### src/rtl/vga_pkg.sv
// Shared VGA timing package: default 640x480@60 constants, derived totals and
// window origins, and the sync polarity encoding. The graphics generator uses
// the same constants for its window bounds, so both blocks agree on where the
// visible area starts.
package vga_pkg;

   // Counter width used for both the horizontal and vertical counters.
   localparam int VGA_CNT_W = 10;

   typedef logic [VGA_CNT_W-1:0] vga_cnt_t;

   // Horizontal timing, in pixels (sync pulse first, then porch/active/porch).
   localparam int VGA_H_SYNC   = 96;
   localparam int VGA_H_BP     = 48;
   localparam int VGA_H_ACTIVE = 640;
   localparam int VGA_H_FP     = 16;

   // Vertical timing, in lines.
   localparam int VGA_V_SYNC   = 2;
   localparam int VGA_V_BP     = 33;
   localparam int VGA_V_ACTIVE = 480;
   localparam int VGA_V_FP     = 10;

   // Derived totals and the first visible coordinate. Counters start at the
   // sync pulse, so the visible window begins at (VGA_HS, VGA_VS).
   localparam int VGA_H_TOTAL = VGA_H_SYNC + VGA_H_BP + VGA_H_ACTIVE + VGA_H_FP;
   localparam int VGA_V_TOTAL = VGA_V_SYNC + VGA_V_BP + VGA_V_ACTIVE + VGA_V_FP;
   localparam int VGA_HS      = VGA_H_SYNC + VGA_H_BP;
   localparam int VGA_VS      = VGA_V_SYNC + VGA_V_BP;

   // Level driven on hsync/vsync while the pulse is asserted.
   typedef enum logic {
      SYNC_ACTIVE_LOW  = 1'b0,
      SYNC_ACTIVE_HIGH = 1'b1
   } sync_pol_e;

   localparam sync_pol_e VGA_SYNC_POL = SYNC_ACTIVE_LOW;

   // Maps "pulse asserted" onto the physical level for a given polarity.
   function automatic logic sync_level(input logic asserted, input logic pol);
      return asserted ? pol : ~pol;
   endfunction

endpackage

### src/rtl/vga_sync_gen_if.sv
// Bundle between the timing generator and the pixel/graphics generator.
//
// Signalling: there is no valid/ready pair on this bundle. en is a level
// qualifier owned by the consumer side (low freezes all timing). pix_tick and
// frame_start are single-clk strobes from the generator and are 0 whenever en
// is 0. pixel_x, pixel_y, video_on, hsync and vsync are levels that always
// describe the current pixel; a consumer samples them on cycles with
// pix_tick=1 to see each pixel exactly once.
interface vga_sync_gen_if;
   import vga_pkg::*;

   logic     en;
   logic     pix_tick;
   vga_cnt_t pixel_x;
   vga_cnt_t pixel_y;
   logic     video_on;
   logic     hsync;
   logic     vsync;
   logic     frame_start;

   // Timing generator side.
   modport master (
      input  en,
      output pix_tick, pixel_x, pixel_y, video_on, hsync, vsync, frame_start
   );

   // Pixel/graphics generator side.
   modport slave (
      output en,
      input  pix_tick, pixel_x, pixel_y, video_on, hsync, vsync, frame_start
   );

endinterface

### src/rtl/vga_pix_prescaler.sv
// Pixel-rate prescaler: divides the system clock by CLK_DIV to produce a
// pixel-advance strobe for the counters and a registered pix_tick that is
// high on the cycle following each advance. div_cnt holds while i_en is low
// so timing resumes exactly where it stopped.
module vga_pix_prescaler #(
   parameter int CLK_DIV = 4
) (
   input  logic i_clk,
   input  logic i_rst_n,
   input  logic i_en,
   output logic o_adv,
   output logic o_pix_tick
);

   // A 1-bit counter is kept even for CLK_DIV=1; it simply never leaves 0.
   localparam int               DIV_W    = (CLK_DIV > 1) ? $clog2(CLK_DIV) : 1;
   localparam logic [DIV_W-1:0] DIV_LAST = DIV_W'(CLK_DIV - 1);

   logic [DIV_W-1:0] r_div_cnt;
   logic             r_pix_tick;
   logic             w_wrap;

   // The wrap edge is the edge on which the pixel counters advance.
   assign w_wrap = i_en && (r_div_cnt == DIV_LAST);

   // Divider count and registered tick; both freeze/clear while disabled.
   always_ff @(posedge i_clk or negedge i_rst_n) begin
      if (!i_rst_n) begin
         r_div_cnt  <= '0;
         r_pix_tick <= 1'b0;
      end else begin
         r_pix_tick <= w_wrap;
         if (i_en) begin
            r_div_cnt <= w_wrap ? '0 : r_div_cnt + 1'b1;
         end
      end
   end

   assign o_adv = w_wrap;
   // Gate with en so the strobe drops immediately when timing is frozen,
   // rather than one clk later when the register clears.
   assign o_pix_tick = r_pix_tick & i_en;

endmodule

### src/rtl/vga_sync_gen.sv
// VGA timing generator. Runs on the system clock with a pixel-rate enable
// from vga_pix_prescaler. h/v counters start at the sync pulse; all outputs
// are registered on the same edge as the counters, so they always describe
// the current (pixel_x, pixel_y) with no extra pipeline stage.
module vga_sync_gen
   import vga_pkg::*;
#(
   parameter int CLK_DIV  = 4,
   parameter int H_SYNC   = VGA_H_SYNC,
   parameter int H_BP     = VGA_H_BP,
   parameter int H_ACTIVE = VGA_H_ACTIVE,
   parameter int H_FP     = VGA_H_FP,
   parameter int V_SYNC   = VGA_V_SYNC,
   parameter int V_BP     = VGA_V_BP,
   parameter int V_ACTIVE = VGA_V_ACTIVE,
   parameter int V_FP     = VGA_V_FP,
   parameter bit SYNC_POL = bit'(VGA_SYNC_POL)
) (
   input  logic           clk,
   input  logic           rst_n,
   vga_sync_gen_if.master vga
);

   localparam int H_TOTAL = H_SYNC + H_BP + H_ACTIVE + H_FP;
   localparam int V_TOTAL = V_SYNC + V_BP + V_ACTIVE + V_FP;
   localparam int HS      = H_SYNC + H_BP;
   localparam int VS      = V_SYNC + V_BP;
   localparam int CNT_MAX = (1 << VGA_CNT_W) - 1;

   // Parameter legality: the divider needs at least one clk per pixel and the
   // totals must fit the 10-bit counters.
   if (CLK_DIV < 1) begin : g_bad_clk_div
      $error("vga_sync_gen: CLK_DIV must be at least 1");
   end
   if (H_TOTAL > CNT_MAX) begin : g_bad_h_total
      $error("vga_sync_gen: horizontal total exceeds 10-bit counter range");
   end
   if (V_TOTAL > CNT_MAX) begin : g_bad_v_total
      $error("vga_sync_gen: vertical total exceeds 10-bit counter range");
   end

   // Window bounds as counter-width constants for width-clean compares.
   localparam vga_cnt_t H_LAST   = vga_cnt_t'(H_TOTAL - 1);
   localparam vga_cnt_t V_LAST   = vga_cnt_t'(V_TOTAL - 1);
   localparam vga_cnt_t H_SYNC_C = vga_cnt_t'(H_SYNC);
   localparam vga_cnt_t V_SYNC_C = vga_cnt_t'(V_SYNC);
   localparam vga_cnt_t H_VIS_LO = vga_cnt_t'(HS);
   localparam vga_cnt_t H_VIS_HI = vga_cnt_t'(HS + H_ACTIVE);
   localparam vga_cnt_t V_VIS_LO = vga_cnt_t'(VS);
   localparam vga_cnt_t V_VIS_HI = vga_cnt_t'(VS + V_ACTIVE);

   logic     w_adv;
   logic     w_pix_tick;
   logic     w_h_last;
   logic     w_v_last;
   logic     w_frame_wrap;
   vga_cnt_t w_h_next;
   vga_cnt_t w_v_next;
   logic     w_hsync_next;
   logic     w_vsync_next;
   logic     w_video_next;

   vga_cnt_t r_h_cnt;
   vga_cnt_t r_v_cnt;
   logic     r_hsync;
   logic     r_vsync;
   logic     r_video_on;
   logic     r_frame_start;

   vga_pix_prescaler #(
      .CLK_DIV (CLK_DIV)
   ) u_prescaler (
      .i_clk      (clk),
      .i_rst_n    (rst_n),
      .i_en       (vga.en),
      .o_adv      (w_adv),
      .o_pix_tick (w_pix_tick)
   );

   // Next counter values and the decode of those values, so the registered
   // levels line up with the registered counters.
   always_comb begin
      w_h_last     = (r_h_cnt == H_LAST);
      w_v_last     = (r_v_cnt == V_LAST);
      w_frame_wrap = w_h_last && w_v_last;

      w_h_next = w_h_last ? '0 : r_h_cnt + 1'b1;
      w_v_next = r_v_cnt;
      if (w_h_last) begin
         w_v_next = w_v_last ? '0 : r_v_cnt + 1'b1;
      end

      w_hsync_next = sync_level(w_h_next < H_SYNC_C, SYNC_POL);
      w_vsync_next = sync_level(w_v_next < V_SYNC_C, SYNC_POL);
      w_video_next = (w_h_next >= H_VIS_LO) && (w_h_next < H_VIS_HI) &&
                     (w_v_next >= V_VIS_LO) && (w_v_next < V_VIS_HI);
   end

   // Pixel/line counters advance once per pixel and hold while disabled.
   always_ff @(posedge clk or negedge rst_n) begin
      if (!rst_n) begin
         r_h_cnt <= '0;
         r_v_cnt <= '0;
      end else if (w_adv) begin
         r_h_cnt <= w_h_next;
         r_v_cnt <= w_v_next;
      end
   end

   // Sync and visible-window levels; sync rests deasserted out of reset and
   // only asserts once the first pixel advance has been decoded.
   always_ff @(posedge clk or negedge rst_n) begin
      if (!rst_n) begin
         r_hsync    <= ~SYNC_POL;
         r_vsync    <= ~SYNC_POL;
         r_video_on <= 1'b0;
      end else if (w_adv) begin
         r_hsync    <= w_hsync_next;
         r_vsync    <= w_vsync_next;
         r_video_on <= w_video_next;
      end
   end

   // Frame-start strobe: set on the advance that wraps to (0,0), cleared on
   // the next clk (no advance can follow on the very next edge with a wrap).
   always_ff @(posedge clk or negedge rst_n) begin
      if (!rst_n) begin
         r_frame_start <= 1'b0;
      end else begin
         r_frame_start <= w_adv && w_frame_wrap;
      end
   end

   assign vga.pix_tick    = w_pix_tick;
   assign vga.pixel_x     = r_h_cnt;
   assign vga.pixel_y     = r_v_cnt;
   assign vga.video_on    = r_video_on;
   assign vga.hsync       = r_hsync;
   assign vga.vsync       = r_vsync;
   assign vga.frame_start = r_frame_start & vga.en;

endmodule
### src/flat_wrapper.sv
// flat-port wrapper written by rule: the top's interface ports become plain ports
module vga_sync_gen_flat import vga_pkg::*;
#(
   parameter int CLK_DIV  = 4,
   parameter int H_SYNC   = VGA_H_SYNC,
   parameter int H_BP     = VGA_H_BP,
   parameter int H_ACTIVE = VGA_H_ACTIVE,
   parameter int H_FP     = VGA_H_FP,
   parameter int V_SYNC   = VGA_V_SYNC,
   parameter int V_BP     = VGA_V_BP,
   parameter int V_ACTIVE = VGA_V_ACTIVE,
   parameter int V_FP     = VGA_V_FP,
   parameter bit SYNC_POL = bit'(VGA_SYNC_POL)
)
  (clk, rst_n, vga_en, vga_pix_tick, vga_pixel_x, vga_pixel_y, vga_video_on, vga_hsync, vga_vsync, vga_frame_start);
  vga_sync_gen_if vga_i ();
  input  logic clk;
  input  logic rst_n;
  input wire logic [$bits(vga_i.en)-1:0] vga_en;
  output wire logic [$bits(vga_i.pix_tick)-1:0] vga_pix_tick;
  output wire logic [$bits(vga_i.pixel_x)-1:0] vga_pixel_x;
  output wire logic [$bits(vga_i.pixel_y)-1:0] vga_pixel_y;
  output wire logic [$bits(vga_i.video_on)-1:0] vga_video_on;
  output wire logic [$bits(vga_i.hsync)-1:0] vga_hsync;
  output wire logic [$bits(vga_i.vsync)-1:0] vga_vsync;
  output wire logic [$bits(vga_i.frame_start)-1:0] vga_frame_start;
  assign vga_i.en = vga_en;
  assign vga_pix_tick = vga_i.pix_tick;
  assign vga_pixel_x = vga_i.pixel_x;
  assign vga_pixel_y = vga_i.pixel_y;
  assign vga_video_on = vga_i.video_on;
  assign vga_hsync = vga_i.hsync;
  assign vga_vsync = vga_i.vsync;
  assign vga_frame_start = vga_i.frame_start;
  vga_sync_gen #(.CLK_DIV(CLK_DIV), .H_SYNC(H_SYNC), .H_BP(H_BP), .H_ACTIVE(H_ACTIVE), .H_FP(H_FP), .V_SYNC(V_SYNC), .V_BP(V_BP), .V_ACTIVE(V_ACTIVE), .V_FP(V_FP), .SYNC_POL(SYNC_POL)) u_core (.clk(clk), .rst_n(rst_n), .vga(vga_i));
endmodule
### config.mk
export PLATFORM = sky130hd
export DESIGN_NAME = vga_sync_gen_flat
export DESIGN_NICKNAME = d
export VERILOG_FILES = /design/src/rtl/vga_pkg.sv /design/src/rtl/vga_sync_gen_if.sv /design/src/rtl/vga_pix_prescaler.sv /design/src/rtl/vga_sync_gen.sv /design/src/flat_wrapper.sv
export SDC_FILE = /design/constraint.sdc
export NUM_CORES = 1
export LEC_CHECK = 0
export ABC_AREA = 1
export BUFFER_PORTS_ARGS = -buffer_cell sky130_fd_sc_hd__buf_2
export CAP_MARGIN = 20
export CORE_MARGIN = 1
export CORE_UTILIZATION = 50
export DETAILED_ROUTE_END_ITERATION = 10
export PLACE_DENSITY = 0.82
export SYNTH_ARGS = -nofsm -noshare
export SYNTH_HDL_FRONTEND = slang
export SYNTH_SLANG_ARGS = --single-unit
### constraint.sdc
create_clock -name clk -period 4.8 [get_ports clk]
set_input_delay 0.72 -clock clk [delete_from_list [all_inputs] [get_ports clk]]
set_output_delay 0.72 -clock clk [all_outputs]
set_load 0.03 [all_outputs]
== Word-level counts from Yosys, hierarchy flattened ==
Cells that the tools add are included.

* Muxes and demuxes: 6
* Equality and inequality tests: 3
* Reduce and logical (&&, ||, !) cells: 6
* Add/subtract/negate cells: 3
* Order comparisons: 6
* Bitwise logic cells: 2

{| class="wikitable"
|+ Operators by type and width
! cell !! number
|-
| $mux W10 || 3
|-
| $add A10 B1 Y10 const B || 2
|-
| $eq A10 B10 Y1 const B || 2
|-
| $lt A10 B10 Y1 const B || 2
|-
| $ge A10 B6 Y1 const B || 1
|-
| $ge A10 B8 Y1 const B || 1
|-
| $lt A10 B2 Y1 const B || 1
|-
| $lt A10 B7 Y1 const B || 1
|-
| $logic_and A1 B1 Y1 || 6
|-
| $add A2 B1 Y2 const B || 1
|-
| $and A1 B1 Y1 || 2
|-
| $eq A2 B2 Y1 const B || 1
|-
| $mux W1 || 2
|-
| $mux W2 || 1
|}

* Input bits: 3
* Register bits: 27
* Logic and storage cells: 34

== Depth between registers and ports, before layout ==
* Word-level depth: 6
* Mapped depth: 15
* Depth with buffers taken out: 14

== By module ==
From an unflattened synthesis, not the netlist that was laid out.

* Cells, all modules: 279
* Area total of the unflattened synthesis: 1,850.5 µm²

{| class="wikitable"
|+ By module, submodules not included
! module !! sequential area each (µm²) !! cells an instance !! times used !! area each (µm²)
|-
| vga_sync_gen || 603.1 || 263 || 1 || 1,717.9
|-
| vga_pix_prescaler || 75.1 || 16 || 1 || 132.6
|}

== Worst setup path before layout ==
Ideal clock, no wire load.

* Path type: register to register
* Start point: register u_core.r_h_cnt[1] (netlist: u_core.vga.pixel_x[1])
* End point: register u_core.r_video_on (netlist: u_core.vga.video_on)
* Period minus slack after synthesis: 1,966 ps
* Arrival time: 1,900 ps
* Library setup time: 66 ps
* Slack: 2,834 ps
* Cell stages (with the launch flop): 15
* Cells stage by stage: dfrtp_1 > ha_1 > nand2_2 > nor2_8 > nand2_4 > nor2_8 > buf_8 > nand2_2 > nand2_2 > nand2_2 > nor2_1 > nand3_1 > nand2_1 > nand3_1 > nand2_1

* Longest elaborated chain between the ends: 6
* Elaborated cells on any way between the ends: 11
* Classes of those cells: 1 x add/sub; 4 x order compare; 1 x eq/ne; 2 x mux; 3 x reduce/logical

{| class="wikitable"
|+ RTL lines
! item !! RTL line !! text
|-
| from (decl) || vga_sync_gen.sv:63 || <nowiki>vga_cnt_t r_h_cnt;</nowiki>
|-
| from (signal assigned) || vga_sync_gen.sv:105 || <nowiki>r_h_cnt <= w_h_next;</nowiki>
|-
| $add A10 B1 Y10 or $eq A10 B10 Y1 (tied branches) || vga_sync_gen.sv:87, vga_sync_gen.sv:83 ||
|-
| $mux W10 || vga_sync_gen.sv:87 || <nowiki>w_h_next = w_h_last ? '0 : r_h_cnt + 1'b1;</nowiki>
|-
| $ge A10 B8 Y1 or $lt A10 B10 Y1 (tied branches) || vga_sync_gen.sv:95 || <nowiki>w_video_next = (w_h_next >= H_VIS_LO) && (w_h_next < H_VIS_HI) &&</nowiki>
|-
| $logic_and A1 B1 Y1 (2 in a row) || vga_sync_gen.sv:95 ||
|-
| $logic_and A1 B1 Y1 * || vga_sync_gen.sv:96 || <nowiki>(w_v_next >= V_VIS_LO) && (w_v_next < V_VIS_HI);</nowiki>
|-
| to (signal assigned) || vga_sync_gen.sv:120 || <nowiki>r_video_on <= w_video_next;</nowiki>
|-
| to (decl) || vga_sync_gen.sv:67 || <nowiki>logic r_video_on;</nowiki>
|}

Mark *: on every way between the ends. The rest lies on a longest branch, timed or not.
A chain may end at the register's enable or synchronous reset.

== Worst setup path after layout ==
* Start point: register u_core.r_v_cnt[0] (netlist: u_core.vga.pixel_y[0])
* End point: register u_core.r_video_on (netlist: u_core.vga.video_on)

* Longest elaborated chain between the ends: 6
* Elaborated cells on any way between the ends: 8
* Classes of those cells: 1 x add/sub; 2 x order compare; 1 x eq/ne; 2 x mux; 2 x reduce/logical

{| class="wikitable"
|+ RTL lines
! item !! RTL line !! text
|-
| from (decl) || vga_sync_gen.sv:64 || <nowiki>vga_cnt_t r_v_cnt;</nowiki>
|-
| from (signal assigned) || vga_sync_gen.sv:106 || <nowiki>r_v_cnt <= w_v_next;</nowiki>
|-
| $add A10 B1 Y10 or $eq A10 B10 Y1 (tied branches) || vga_sync_gen.sv:90, vga_sync_gen.sv:84 ||
|-
| $mux W10 || vga_sync_gen.sv:90 || <nowiki>w_v_next = w_v_last ? '0 : r_v_cnt + 1'b1;</nowiki>
|-
| $mux W10 * || vga_sync_gen.sv:89 || <nowiki>if (w_h_last) begin</nowiki>
|-
| $ge A10 B6 Y1 || vga_sync_gen.sv:96 ||
|-
| $logic_and A1 B1 Y1 || vga_sync_gen.sv:95 ||
|-
| $logic_and A1 B1 Y1 * || vga_sync_gen.sv:96 ||
|}

Marked as above.

==> metrics.md <==
| Metric | Value |
|---|---|
| Net Count, Synth | `278` |
| Power per standard cell area | `458.8 nW/um^2` |
| Final Max Tran Viols | `0` |
| WL/cell | `11.98 um` |
| Tmin final | `2137 ps` |
| Layout fillers | `320` |
| Clock Power Share | `13.5%` |
| Syn_area_per_cell | `6.886 sq um` |
| Drt via density | `5.211` |
| Period utilization | `44.51%` |
| WP data arrival | `2300 ps` |
| Power Total | `0.9484 mW` |
| Net switching power | `0.4555 mW` |
| First-pass GRT wire length | `7.389 mm` |
| Sequential share of power | `39.7%` |
| Multi-input gate area | `1027 sq um` |
| Int Pwr | `0.4929 mW` |
| Die Ht | `62.98 um` |
| CP max-delay cell | `dfrtp_1` |
| Routed vias | `1782` |
| Initial antenna violation count | `0` |
| Cts bufs inserted | `3` |
| Hold WS | `434.9 ps` |
| Overflow after GRT | `0` |
| Crit Path Class | `reg2reg` |
| Clock Tree Root | `clkbuf_8` |
| Wirelength, routed | `4.098 mm` |
| Fmax | `468.1 MHz` |
| Port Buffers | `27` |
| Final setup violation count | `0` |
| All-Layer GR Usage | `23.20%` |
| Post-Synthesis Cells | `270` |
| Hold_buf cts | `0` |
| Nets | `305` |
| Status | `finished, final reports clean` |
| Later-pin clock latency in the skew report | `270 ps` |
| Core region area | `3442 sq um` |
| Die area | `3966 sq um` |
| Antenna fix cells | `0` |
| Die width | `62.98 um` |
| Layout Utilization | `60.05%` |
| Synth Warn # | `0` |
| Cell Area, Placed | `2022 sq um` |
| Clk slew on worst S/H paths | `90 ps` |
| Vias in the first global route | `1580` |
| Register area | `678.2 sq um` |
| Std-Cell Rows | `21` |
| CTS Sinks | `27` |
| Worst slew margin | `61.15%` |
| Hpwl dp | `3.022 mm` |
| CTS tree | `done` |
| RePlAce Congestion | `0.8268` |
| Worst slew pin tran | `582.7 ps` |
| 1st-pass router iterations | `4` |
| Final Cell Area | `2067 sq um` |
| Initial Util | `54.02%` |
| Comb pwr share | `46.8%` |
| Final Skew | `9.211 ps` |
| Setup Fix Bufs, Post-CTS | `0` |
| Crit path cell chain | `ha_1 > inv_1 > nor2_2 > nand2_1 > nor2_1 > nand3_1 > nand2_1 > nand3b_1 > nor2_1 > nand2_1 > nand3_1 > nand2_1` |
| Netlist cell types | `32` |
| Synth-to-layout area growth | `11.17%` |
| # IOs | `28` |
| Most used cell, CP | `nand2_1` |
| Critical Path Source Type | `flop` |
| Hold WC Path Type | `in2async` |
| Worst Setup End Kind | `flop` |
| IR drop worst, VDD | `0.2806 mV` |
| Largest net degree at the start of global routing | `28` |
| Switching share of total power | `48.03%` |
| DRT iter0 DRCs | `109` |
| Max-cap violations | `0` |
| Register area share after synthesis | `36.47%` |
| Number of synthesized register bits | `27` |
| Setup tns final | `0 ps` |
| Fin. Hold Viols | `0` |
| CP peak stage delay | `550 ps` |
| Resize count post-CTS | `0` |
| ANT nets after route | `0` |
| Setup repair after global routing missed its margin | `no` |
| Htree depth | `1` |
| Layout cells sized above 1 | `16.22%` |
| Synth Cell Area | `1859 sq um` |
| Leak | `1.162 nW` |
| Critical-path maximum fanout | `10` |
| Worst-case clock buffer depth | `2` |
| DRC viols | `0` |
| Critical Path RT | `4960 ps` |
==> layout make-up <==
| class | instances | area share [%] |
|---|---|---|
| flip-flops and latches | 27 | 32.81 |
| inverters | 31 | 5.630 |
| multi-input cells | 206 | 49.70 |
| repair buffers | 28 | 6.901 |
| well taps | 46 | 2.785 |
| clock buffers | 4 | 2.179 |
==> per-layer routing <==
metal | wire length (um) | track usage, % | vias to the layer above
li1 | - | - | 916
met1 | 1997 | 33.10 | 806
met5 | 0 | 0 | -
met2 | 1881 | 36.56 | 52
met4 | 44 | 5.814 | 0
met3 | 173 | 3.285 | 8
==> power groups by stage <==
| stage | Combinational, mW | Sequential, mW | Clock, mW |
|---|---|---|---|
| after floorplan | 0.225 | 0.476 | 0 |
| after detailed placement | 0.441 | 0.380 | 0 |
| after global placement | 0.434 | 0.377 | 0 |
| final | 0.444 | 0.377 | 0.128 |
| after CTS | 0.444 | 0.376 | 0.131 |
| after global routing | 0.493 | 0.389 | 0.145 |
==> path summary, 6_finish.rpt <==
| path | start | end | slack (ps) | cells after the start |
|---|---|---|---|---|
| setup / recovery | u_core.vga.pixel_y[0] | u_core.vga.video_on | 2660 | 12 |
| hold / removal | rst_n | u_core.u_prescaler.r_pix_tick | 430 | 1 |
| setup reg to reg | u_core.vga.pixel_y[0] | u_core.vga.video_on | 2660 | 12 |
| hold reg to reg | u_core.u_prescaler.r_div_cnt[1] | u_core.u_prescaler.r_div_cnt[1] | 480 | 2 |
| max in group asynchronous | rst_n | u_core.vga.pixel_y[1] | 3970 | 1 |
| min in group clk | u_core.u_prescaler.r_div_cnt[1] | u_core.u_prescaler.r_div_cnt[1] | 480 | 2 |
==> sequential cells by signal (all words and copies together) (netlist names) <==
signal                         count
u_core.vga.vsync                   1
u_core.vga.video_on                1
u_core.u_prescaler.r_pix_tick      1
u_core.vga.pixel_y                10
u_core.vga.pixel_x                10
u_core.vga.hsync                   1
u_core.r_frame_start               1
u_core.u_prescaler.r_div_cnt       2
==> cell families (layout without fill, tap and decap cells) <==
logic type	after synthesis	after routing	synth area share [%]
xor gates and xnor gates	4	4	1.885
AOI/OAI and AO/OA	26	26	7.672
and+or+nand+nor	171	171	42.33
DFF	27	27	36.47
buffers and inverters	37	63	8.276
adders and majority gates	5	5	3.365
==> through the flow <==
step,cells,setup slack [ps]
3_3_place_gp,338,2653
6_report,342,2664
5_1_grt,342,2445
4_1_cts,342,2714
3_5_place_dp,338,2590
2_1_floorplan,270,2834
==> worst max-delay path, delay by kind of cell (launching register included) <==
family,cells,cell delay [ps]
simple gates,10,1110
flops,1,550
buf+inv,1,70
fa+ha+maj,1,290
==> cell usage after synthesis, drive strengths merged <==
library cell	count	share of area [%]
dfstp	2	2.8
a21oi	3	0.81
xnor2	1	0.47
o21a	1	0.40
and2	1	0.34
o22ai	1	0.34
o21ai	17	4.6
o21bai	2	0.81
ha	5	3.4
nand2	104	23
inv	30	6.1
nand3	23	6.5
xor2	3	1.4
nand3b	1	0.40
clkinv	1	0.20
a31oi	1	0.34
dfrtp	25	34
nor3	2	0.54
clkbuf	4	0.81
o211ai	1	0.40
buf	2	1.2
nor2	29	8.1
nand4	11	3.7
==> layout by cell type (no fill, tap or decap), types with 2 or more instances in the layout <==
master and instances:
nand2_1 95, inv_1 29, buf_2 27, nor2_1 25
dfrtp_1 25, nand3_1 22, o21ai_0 16, nand4_1 11
nand2_2 7, ha_1 5, xor2_1 3, a21oi_1 3
clkbuf_8 3, nor2_8 2, nand2_4 2, nor3_1 2
o21bai_1 2, dfstp_2 2
(Power assumes the default switching activity.)
